`src/rtl/vit_pkg.sv`:
```
// rtl/vit_pkg.sv - shared trellis constants, types and predecessor helpers for the Viterbi ACS
package vit_pkg;

    localparam int NUM_STATES = 8;
    localparam int BM_W       = 2;

    typedef logic [BM_W-1:0] bm_t;

    // Initial metric vector layout: a set bit marks a state that starts at 0,
    // every other state starts at INIT_METRIC (only state 0 is known at frame start).
    localparam logic [NUM_STATES-1:0] INIT_ZERO_MASK = 8'b0000_0001;

    // Rate 1/2, K=4 shift-register trellis: state s is entered from 2*(s mod 4) and 2*(s mod 4)+1.
    function automatic int pred0(input int s);
        return 2 * (s % 4);
    endfunction

    function automatic int pred1(input int s);
        return 2 * (s % 4) + 1;
    endfunction

endpackage

```
`src/rtl/acs_cell.sv`:
```
// rtl/acs_cell.sv - combinational add-compare-select for one trellis state
module acs_cell
    import vit_pkg::*;
#(
    parameter int PM_W = 8
) (
    input  logic [PM_W-1:0] old0,
    input  logic [PM_W-1:0] old1,
    input  bm_t             bm0,
    input  bm_t             bm1,
    output logic [PM_W-1:0] new_pm,
    output logic            decision
);

    logic [PM_W:0]   sum0;
    logic [PM_W:0]   sum1;
    logic [PM_W-1:0] c0;
    logic [PM_W-1:0] c1;

    // Widen by one bit so the carry is visible, clamp to all-ones, then keep the strictly smaller candidate.
    always_comb begin
        sum0     = {1'b0, old0} + {{(PM_W + 1 - BM_W){1'b0}}, bm0};
        sum1     = {1'b0, old1} + {{(PM_W + 1 - BM_W){1'b0}}, bm1};
        c0       = sum0[PM_W] ? {PM_W{1'b1}} : sum0[PM_W-1:0];
        c1       = sum1[PM_W] ? {PM_W{1'b1}} : sum1[PM_W-1:0];
        decision = (c1 < c0);
        new_pm   = decision ? c1 : c0;
    end

endmodule

```
`src/rtl/path_metric_unit.sv`:
```
// rtl/path_metric_unit.sv - 8-state ACS stage with path metric registers, normalization and best-state search
module path_metric_unit
    import vit_pkg::*;
#(
    parameter int PM_W        = 8,
    parameter int INIT_METRIC = 32
) (
    input  logic            clk,
    input  logic            rst,
    input  logic            frame_start,
    input  logic            in_valid,
    input  logic [15:0]     bm0,
    input  logic [15:0]     bm1,
    output logic            out_valid,
    output logic [7:0]      decisions,
    output logic [2:0]      best_state,
    output logic [PM_W-1:0] best_metric
);

    localparam logic [PM_W-1:0] INIT_PM = PM_W'(INIT_METRIC);

    logic [PM_W-1:0]       pm     [NUM_STATES];
    logic [PM_W-1:0]       old_pm [NUM_STATES];
    logic [PM_W-1:0]       sel_pm [NUM_STATES];
    logic [PM_W-1:0]       new_pm [NUM_STATES];
    logic [NUM_STATES-1:0] dec;
    logic [NUM_STATES-1:0] msb;
    logic                  norm;
    logic [2:0]            min_state;
    logic [PM_W-1:0]       min_metric;

    // A frame-start step ignores the registered metrics and restarts from the known-state vector.
    always_comb begin
        for (int s = 0; s < NUM_STATES; s++) begin
            if (frame_start && in_valid)
                old_pm[s] = INIT_ZERO_MASK[s] ? '0 : INIT_PM;
            else
                old_pm[s] = pm[s];
        end
    end

    for (genvar s = 0; s < NUM_STATES; s++) begin : g_acs
        acs_cell #(
            .PM_W (PM_W)
        ) u_acs (
            .old0     (old_pm[pred0(s)]),
            .old1     (old_pm[pred1(s)]),
            .bm0      (bm0[2*s +: 2]),
            .bm1      (bm1[2*s +: 2]),
            .new_pm   (sel_pm[s]),
            .decision (dec[s])
        );
    end

    // When every survivor is in the upper half, dropping the MSB rebases all metrics by the same amount.
    always_comb begin
        for (int s = 0; s < NUM_STATES; s++)
            msb[s] = sel_pm[s][PM_W-1];
        norm = &msb;
        for (int s = 0; s < NUM_STATES; s++)
            new_pm[s] = norm ? {1'b0, sel_pm[s][PM_W-2:0]} : sel_pm[s];
    end

    // Linear minimum search; strict compare keeps the lowest index on ties.
    always_comb begin
        min_state  = '0;
        min_metric = new_pm[0];
        for (int s = 1; s < NUM_STATES; s++) begin
            if (new_pm[s] < min_metric) begin
                min_state  = 3'(s);
                min_metric = new_pm[s];
            end
        end
    end

    // Metric registers and output pipeline: update on valid steps, hold otherwise.
    always_ff @(posedge clk) begin
        if (rst) begin
            for (int s = 0; s < NUM_STATES; s++)
                pm[s] <= INIT_ZERO_MASK[s] ? '0 : INIT_PM;
            out_valid   <= 1'b0;
            decisions   <= '0;
            best_state  <= '0;
            best_metric <= '0;
        end else begin
            out_valid <= in_valid;
            if (in_valid) begin
                for (int s = 0; s < NUM_STATES; s++)
                    pm[s] <= new_pm[s];
                decisions   <= dec;
                best_state  <= min_state;
                best_metric <= min_metric;
            end
        end
    end

endmodule

```
`config.mk`:
```
export PLATFORM = sky130hd
export DESIGN_NAME = path_metric_unit
export DESIGN_NICKNAME = d
export VERILOG_FILES = /design/src/rtl/vit_pkg.sv /design/src/rtl/acs_cell.sv /design/src/rtl/path_metric_unit.sv
export SDC_FILE = /design/constraint.sdc
export NUM_CORES = 1
export LEC_CHECK = 0
export CAP_MARGIN = 0
export CORE_UTILIZATION = 60
export DETAILED_ROUTE_END_ITERATION = 8
export PLACE_DENSITY_LB_ADDON = 0.05
export SKIP_CTS_REPAIR_TIMING = 1
export SYNTH_ARGS = -nofsm -noshare
export SYNTH_HDL_FRONTEND = slang
export SYNTH_SLANG_ARGS = --single-unit
```
`constraint.sdc`:
```
create_clock -name clk -period 28.8 [get_ports clk]
set_input_delay 8.64 -clock clk [delete_from_list [all_inputs] [get_ports clk]]
set_output_delay 8.64 -clock clk [all_outputs]
set_load 0.02 [all_outputs]
```
After elaboration in Yosys (flattened, before gate mapping)

Memories as Yosys holds them, arrays and structs flattened.
Cells that the tools add are included.

Memory bits (writable): 64
Memories: 1
Input port bits: 36
Register bits: 20
Output and inout bits: 20
Logic and storage cells: 113

Memory list:

| memory | depth | bits a word | read ports | clocked after memory_dff | write ports | line                   | text |
|---|---|---|---|---|---|---|---|
| pm     | 8     | 8           | 8          | 0                        | 8           | path_metric_unit.sv:22 | `logic [PM_W-1:0] pm [NUM_STATES];` |

Reduce and logical (&&, ||, !) cells: 2
Multiplexer cells: 67
$add $sub $neg: 16
Magnitude comparators: 15
Bitwise gates (word level): 8

Operators by type and width:

| kind                | count |
|---|---|
| $mux W8             | 55 |
| $add A8 B2 Y9       | 16 |
| $lt A8 B8 Y1        | 15 |
| $mux W3             | 6 |
| $or A1 B1 Y1        | 8 |
| $reduce_and A8 Y1   | 1 |
| $mux W1             | 6 |
| $logic_and A1 B1 Y1 | 1 |

Logic depth before layout (Yosys ltp)

Depth in word-level cells: 22
Gate-level depth with buffers: 103

By module

A second synthesis with hierarchy kept.

Cells, all modules: 1,426
Area, all modules: 11,720.0 µm²

Modules (own cells, without submodules):

| module                         | instances | area an instance (µm²) | cells each |
|---|---|---|---|
| path_metric_unit               | 1         | 5,821.8                | 602 |
| acs_cell at g_acs[2].u_acs ... | 5         | 723.2                  | 103 |
| acs_cell at g_acs[0].u_acs ... | 3         | 760.7                  | 103 |

Worst setup path after synthesis

OpenSTA, ideal clock, no wires.

Path type: input -> register
From: in in_valid
To: reg best_metric[5]
Path slack: 3.117 ns
Path buffers: 17
Cell stages on the path: 92
Data arrival time: 25.596 ns
Path through: buf_4 -> nand2_1 -> buf_4 -> clkbuf_1 -> buf_1 -> clkbuf_1 -> clkbuf_1 -> clkbuf_1 -> clkbuf_1 -> clkbuf_1 -> and2_1 -> ha_1 -> ha_1 -> a31oi_4 -> nor4_1 -> mux2_2 -> ha_1 -> a21oi_1 -> [... 56 more ...] -> a21oi_1 -> nor2_1 -> nor2_1 -> nand2_1 -> or2_2 -> o41ai_1 -> a211oi_2 -> buf_2 -> mux2_1 -> ha_1 -> a21o_1 -> a21o_1 -> a21oi_1 -> nand3b_1 -> o31ai_1 -> buf_2 -> a31oi_1 -> o31ai_1

RTL lines:

| item                                    | line                           | text |
|---|---|---|
| start, declared                         | path_metric_unit.sv:11         | `input logic in_valid,` |
| $logic_and A1 B1 Y1 (*)                 | path_metric_unit.sv:35         | `if (frame_start && in_valid)` |
| $mux W8                                 | path_metric_unit.sv:35         |  |
| $add A8 B2 Y9, on equally long branches | acs_cell.sv:23, acs_cell.sv:22 |  |
| $mux W8, on equally long branches       | acs_cell.sv:25, acs_cell.sv:24 |  |
| $lt A8 B8 Y1                            | acs_cell.sv:26                 | `decision = (c1 < c0);` |
| $mux W8 (*)                             | acs_cell.sv:27                 | `new_pm = decision ? c1 : c0;` |
| net g_acs[1].u_acs.new_pm[5]            | acs_cell.sv:11                 | `output logic [PM_W-1:0] new_pm,` |
| $mux W8 (*)                             | path_metric_unit.sv:61         | `new_pm[s] = norm ? {1'b0, sel_pm[s][PM_W-2:0]} : sel_pm[s];` |
| [... 6 more ...]                        | -                              |  |
| $lt A8 B8 Y1                            | path_metric_unit.sv:69         | `if (new_pm[s] < min_metric) begin` |
| $mux W8 (*)                             | path_metric_unit.sv:69         |  |
| $lt A8 B8 Y1                            | path_metric_unit.sv:69         |  |
| $mux W8 (*)                             | path_metric_unit.sv:69         |  |
| $lt A8 B8 Y1                            | path_metric_unit.sv:69         |  |
| $mux W8 (*)                             | path_metric_unit.sv:69         |  |
| $lt A8 B8 Y1                            | path_metric_unit.sv:69         |  |
| $mux W8 (*)                             | path_metric_unit.sv:69         |  |
| end signal, assigned                    | path_metric_unit.sv:92         | `best_metric <= min_metric;` |
| end, declared                           | path_metric_unit.sv:17         | `output logic [PM_W-1:0] best_metric` |

Mark *: on every way through the listed nets, which the timed path passes. The rest lies on a longest branch.
A chain may end at the register's enable or synchronous reset.

Worst setup path after layout

From: in in_valid
To: reg best_metric[7]

Same word-level chain as after synthesis.

==> impl_metrics.ini <==
[outcome]
outcome = complete, but fails checks
violations = DRC

[detailed_routing]
drc = 5
drt_iter0_markers = 840
vias_per_cell = 6.33
num_vias = 10708
wl_per_cell_um = 19.1
antenna_left = 0
drt_first_pass_iters = 9
routed_wirelength_mm = 32.3

[grt]
grt_pass1_vias = 9757
antenna_found_initial = 0
track_usage_pct = 33.7
grt_first_pass_wirelength_mm = 51.2
grt_max_degree = 55
grt-ovfl-total = 0

[logic_synthesis]
async_flop_share_pct = 0
post_synth_num_cell_types = 102
synth_commonest_cells = nor2_1 (178), nand2_1 (141), ha_1 (126), inv_1 (100), o21ai_0 (81)
synth_top_area_share_pct = 17.2
synth_seq_cells = 84
syn_nets = 1611
synth_edf_count = 64
ys_top_cells_by_area = edfxtp_1 (17%), ha_1 (14%), nor2_1 (6.0%), nand2_1 (4.7%), mux2i_1 (4.0%)
ys.flop_type = edfxtp_1
netlist_area_mm2 = 0.0112
yosysMostFrequentCell = nor2_1
yosys_warnings = 0
synth_top_cell_by_area = edfxtp_1
synthCells = 1441
yosysSeqAreaShare_pct = 20.7
synth_area_per_cell_um2 = 7.77

[final_layout]
syn2layout_area_growth_pct = 8.43
nets = 1628
design_area_mm2 = 0.0121
drive_above_1_share_pct = 6.36
diodes = 0

[worst_setup_path]
cp_common_cell = ha_1
cp-end-kind = register
r2r_cells = 74
cp_slowest_stage_delay_ns = 0.57
cp.arrival_ns = 27.17
path_class = input pin to register
critPathMaxFanout = 38
crit_path_start_kind = input pin
required_ns = 29.08
slowest_stage = a21oi_1

[pwr]
total_power_mw = 1.52
powerDensity_mw_per_mm2 = 126
vdd_drop_max_mv = 0.0954
leakage_nw = 5.05

[cts]
clkLatencyLatePin_ns = 0.37
clockBufferDepth = 2
htreeDepth = 3
path_clk_slew_ns = 0.07
root_buffer = clkbuf_16
clock-sinks = 84
tritoncts = built
numCtsBuffers = 9

[min_path]
worst_hold_path.num_cells = 2
hp-class = register to register

[timing]
tns_ns = 0
fmax_ghz = 0.0372
relSlewSlack_pct = 21.4
timing.final.max_slew_violations = 0
hold_slack_ns = 0.469
min_period_ns = 26.89
rsz0062_at_grt = no
tightest_slew_ns = 1.17
fin_crit_sh_pct = 93.4
fin_skew_ns = 0.00856
setup_viol = 0
hold_viol_final = 0

[floorplan]
core_area_mm2 = 0.0181
ios = 56
dieArea_mm2 = 0.0192
start_util_pct = 61.7
die_w_um = 139
rows = 49
die_y_um = 139

[placement]
dpl_cell_area_mm2 = 0.0118
place_congestion = 1.04
io_buffers = 55
hpwl_mm = 25.6

[job]
drv_cap = 0
worst max-delay path: cells and delay by family:
family | cells | cell delay [ns]
AOI/OAI and AO/OA | 30 | 6.80
adders and majority gates | 10 | 2.71
buffers and inverters | 6 | 1.31
muxes | 6 | 2.01
and+or+nand+nor | 25 | 5.67
power breakdown:
group	switching, mW	internal [mW]
sequential	0.0213	0.154
combinational	0.735	0.489
clock	0.0572	0.0686
total	0.814	0.711
through the flow:
step	util, %	instances	setup WS [ns]
global route	66.9	1692	0.442
floorplan	-	1441	3.12
global placement	65.2	1676	2.43
detailed placement	65.2	1676	1.95
finish	66.9	1692	1.91
CTS	66.9	1692	2.26
routing by layer:
metal | routed length [um] | global-route usage (%)
met4 | 618 | 9.64
met1 | 14800 | 47.1
met5 | 0 | 0
met3 | 2390 | 5.42
met2 | 14500 | 53.6
state kept, by name, indices dropped and copies added, names as in the netlist:
signal	count
best_state	3
pm	64
out_valid	1
decisions	8
best_metric	8
final cells by class:
type | instances | area, um^2
multi-input cells | 1198 | 8220
fillers | 1589 | 6010
flip-flops and latches | 84 | 2320
repair buffers | 64 | 618
inverters | 101 | 379
well taps | 229 | 287
clock buffers | 9 | 225
clock inverters | 7 | 82.6
cells by family after synthesis:
logic type / Yosys count / share of synthesized area [%]
adder cells (fa/ha/maj): 137 / 15.8
AND/OR/NAND/NOR: 582 / 25.6
buffers and inverters: 159 / 5.87
XOR/XNOR: 52 / 4.07
multiplexers: 67 / 6.34
AO/OA/AOI/OAI: 360 / 21.6
flip-flops: 84 / 20.7
cells in the final DEF, fill, tap and decap left out, types with 46 or more instances in the layout:
cell             instances
edfxtp_1                64
ha_1                   126
a21oi_1                 80
inv_1                   99
nand2_1                140
nor2_1                 178
clkdlybuf4s50_1         55
o21ai_0                 81
nand3_1                 55
nor3_1                  46
worst paths after layout:
path | startpoint | endpoint | slack, ns
setup / recovery | in_valid | best_metric[7]$_SDFFE_PP0P_ | 1.91
hold / removal | best_metric[2]$_SDFFE_PP0P_ | best_metric[2]$_SDFFE_PP0P_ | 0.47
hold reg to reg | best_metric[2]$_SDFFE_PP0P_ | best_metric[2]$_SDFFE_PP0P_ | 0.47
setup reg to reg | pm[0][17]$_SDFFCE_PN0P_ | best_metric[7]$_SDFFE_PP0P_ | 11.31
(Power assumes the default switching activity.)
==> patch, RTL diff (config.mk and constraints unchanged) <==
The output `out_valid` loses its register stage (`out_valid` becomes a continuous assignment).
--- a/src/rtl/path_metric_unit.sv
+++ b/src/rtl/path_metric_unit.sv
@@ -80,3 +80,2 @@
                 pm[s] <= INIT_ZERO_MASK[s] ? '0 : INIT_PM;
-            out_valid   <= 1'b0;
             decisions   <= '0;
@@ -85,3 +84,2 @@
         end else begin
-            out_valid <= in_valid;
             if (in_valid) begin
@@ -96,2 +94,4 @@
 
+    assign out_valid = in_valid;
+
 endmodule
Check against the original RTL: not equivalent (a bounded check fails within 4 cycles, from zero or initial values and one cycle with rst high).
==> patch against the original RTL <==
- cell area decreased by 1.2%
- sequential cell count shrank 1
- setup slack got worse by 320 ps
- area after synthesis shrank 2.0%
- worst hold slack worse by 8.7 ps
- wire length rose by 0.95%
- via count increased by 0.22%
- clock skew up 10 ps
Power is not shown: default switching activity piles up to over one toggle a cycle in this logic, so the estimate is an artifact.
==> patch: results (changes against the original RTL) <==
| Metric | Value |
|---|---|
| Status | complete, no violations |
| FF-to-FF setup slack | 10720 ps (-590 ps) |
| Vias | 10730 (+0.22%) |
| Synth Area in XOR/XNOR | 0.04313 (+0.002438) |
| DRC | 0 (-5) |
| Largest net degree at the start of global routing | 65 (+18%) |
| Layout cell share with drive strength beyond 1 | 0.05654 (-0.007029) |
| Initial antenna violation count | 0 (unchanged) |
| Yosys Warn Count | 0 (unchanged) |
| Worst r2r src | pm[0][25] |
| Crit path DAT | 27480 ps (+310 ps) |
| Hold wc startpoint | decisions[7] |
| Met2 WL | 14710 um (+1.2%) |
| GP Congestion | 0.9457 (-8.9%) |
| Top sig layer | met4 |
| Largest cells by area after synthesis | edfxtp_1, ha_1, nor2_1 |
| Tightest Pin Transition | 1278 ps (+109.8 ps) |
| Post-synth EDFFs | 64 (unchanged) |
| Worst Reg-to-Reg Cells | 73 (-1.4%) |
| Drt total wl | 32630 um (+0.95%) |
| Worst clock skew | 18.84 ps (+10.27 ps) |
| Post-synthesis mux area share | 0.07086 (+0.007471) |
| CTS root buf | clkbuf_16 |
| Post-synth ARST share | 0 (unchanged) |
| Largest registers | pm: 64 flops, best_metric: 8 flops, decisions: 8 flops |
| All-Layer GR Usage | 0.3506 (+0.01354) |
| Worst hold endpoint | decisions[7] |
| Post-synthesis cell type count | 87 (-15%) |
| Critical Path Max Stage Delay | 520 ps (-50 ps) |
| H-tree depth | 3 (unchanged) |
| Pre-CTS WS | 1499 ps (-452.4 ps) |
| M1 WL | 15090 um (+2.1%) |
| Commonest cells post-synth | nor2_1, nand2_1, ha_1 |
| Nets | 1633 (+0.31%) |
| Adder-cell share of the synthesized area | 0.1640 (+0.006113) |
| Fillers | 1639 (+3.1%) |
| DR iter-0 viols | 1139 (+36%) |
| Drt first pass iters | 5 (-4) |
| PortBufs | 55 (unchanged) |
| DP Wirelength | 25730 um (+0.40%) |
| Sequential fraction of the synthesis area | 0.2099 (+0.002460) |
| Number of global-route vias before repair | 9779 (+0.23%) |
| Main flop type after synthesis | edfxtp_1 |
| Max FO, Critical Path | 30 (-21%) |
| WHS Path Cells | 2 (unchanged) |
| # diodes | 0 (unchanged) |
| CTS Buf Count | 9 (unchanged) |
| Worst Hold Class | flop to flop |
| Clk slew on worst S/H paths | 70 ps (about the same) |
| Worst flop-to-flop path endpoint | best_state[1] |
| Met3 wire length | 2353 um (-1.4%) |
| Worst path slowest cell | a211oi_1 |
| First-pass GRT wire length | 50800 um (-0.84%) |
| Final Hold Slack | 459.8 ps (-8.685 ps) |
| Clk_lat worst skew | 360 ps |
| Synth Area in Compound Gates | 0.2185 (+0.002409) |
| Top Family by Delay on Critical Path | compound AO/OA/AOI/OAI gates |
[patch: cell types whose count changed after synthesis, sizes merged, moves of 10 or more]
cell	delta
a21oi	+17
a31oi	-15
and3	+14
buf	-13
inv	+10
nand2	+20
nor3	-14
o31ai	-10
[patch: final cells by class]
class | instances | share of cell area
Clock buffer | 9 | 0.01878
Sequential cell | 83 | 0.1919
Clock inverter | 7 | 0.006572
Multi-Input combinational cell | 1192 | 0.6713
Inverter | 111 | 0.03474
Tap cell | 229 | 0.02389
Timing Repair Buffer | 66 | 0.05279
[patch: worst max-delay path by stage]
stage | start | end | slack, ps | cells past startpoint
6_report | in_valid | best_state[1] | 1590 | 75
5_1_grt | in_valid | best_state[2] | 50 | 75
4_1_cts | in_valid | best_state[2] | 1740 | 76
3_5_place_dp | in_valid | best_state[2] | 1500 | 76
3_3_place_gp | in_valid | best_state[2] | 1860 | 76
2_1_floorplan | frame_start | best_metric[2] | 3050 | 88
[patch: worst register-to-register path, delay by kind of cell, from the launching register on]
kind                       cells  cell delay [ps]
adders and majority gates      9             2420
muxes                          5             1900
buffers and inverters          2              200
AOI/OAI and AO/OA             35             8790
xor gates and xnor gates       2              330
and+or+nand+nor               20             3850
DFF                            1              500
[patch: cells by family (layout without fill, tap and decap cells)]
family,after synthesis,count (layout)
simple gates,559,559
flops,83,83
buf+inv,161,193
mux,73,73
fa+ha+maj,140,140
xor+xnor,54,54
compound gates,366,366
[patch: per-layer routing]
layer	vias up	GRT usage
met5	-	0
met3	39	0.04673
met4	0	0.07753
met2	400	0.5631
li1	5213	-
met1	5080	0.4978
[patch: stage by stage]
step | std cells | cell area [um^2] | util
after floorplan | 1436 | 10970 | -
after global placement | 1681 | 11680 | 0.6503
after detailed placement | 1681 | 11680 | 0.6503
after CTS | 1697 | 11990 | 0.6672
after global routing | 1697 | 11990 | 0.6677
final | 1697 | 11990 | 0.6677
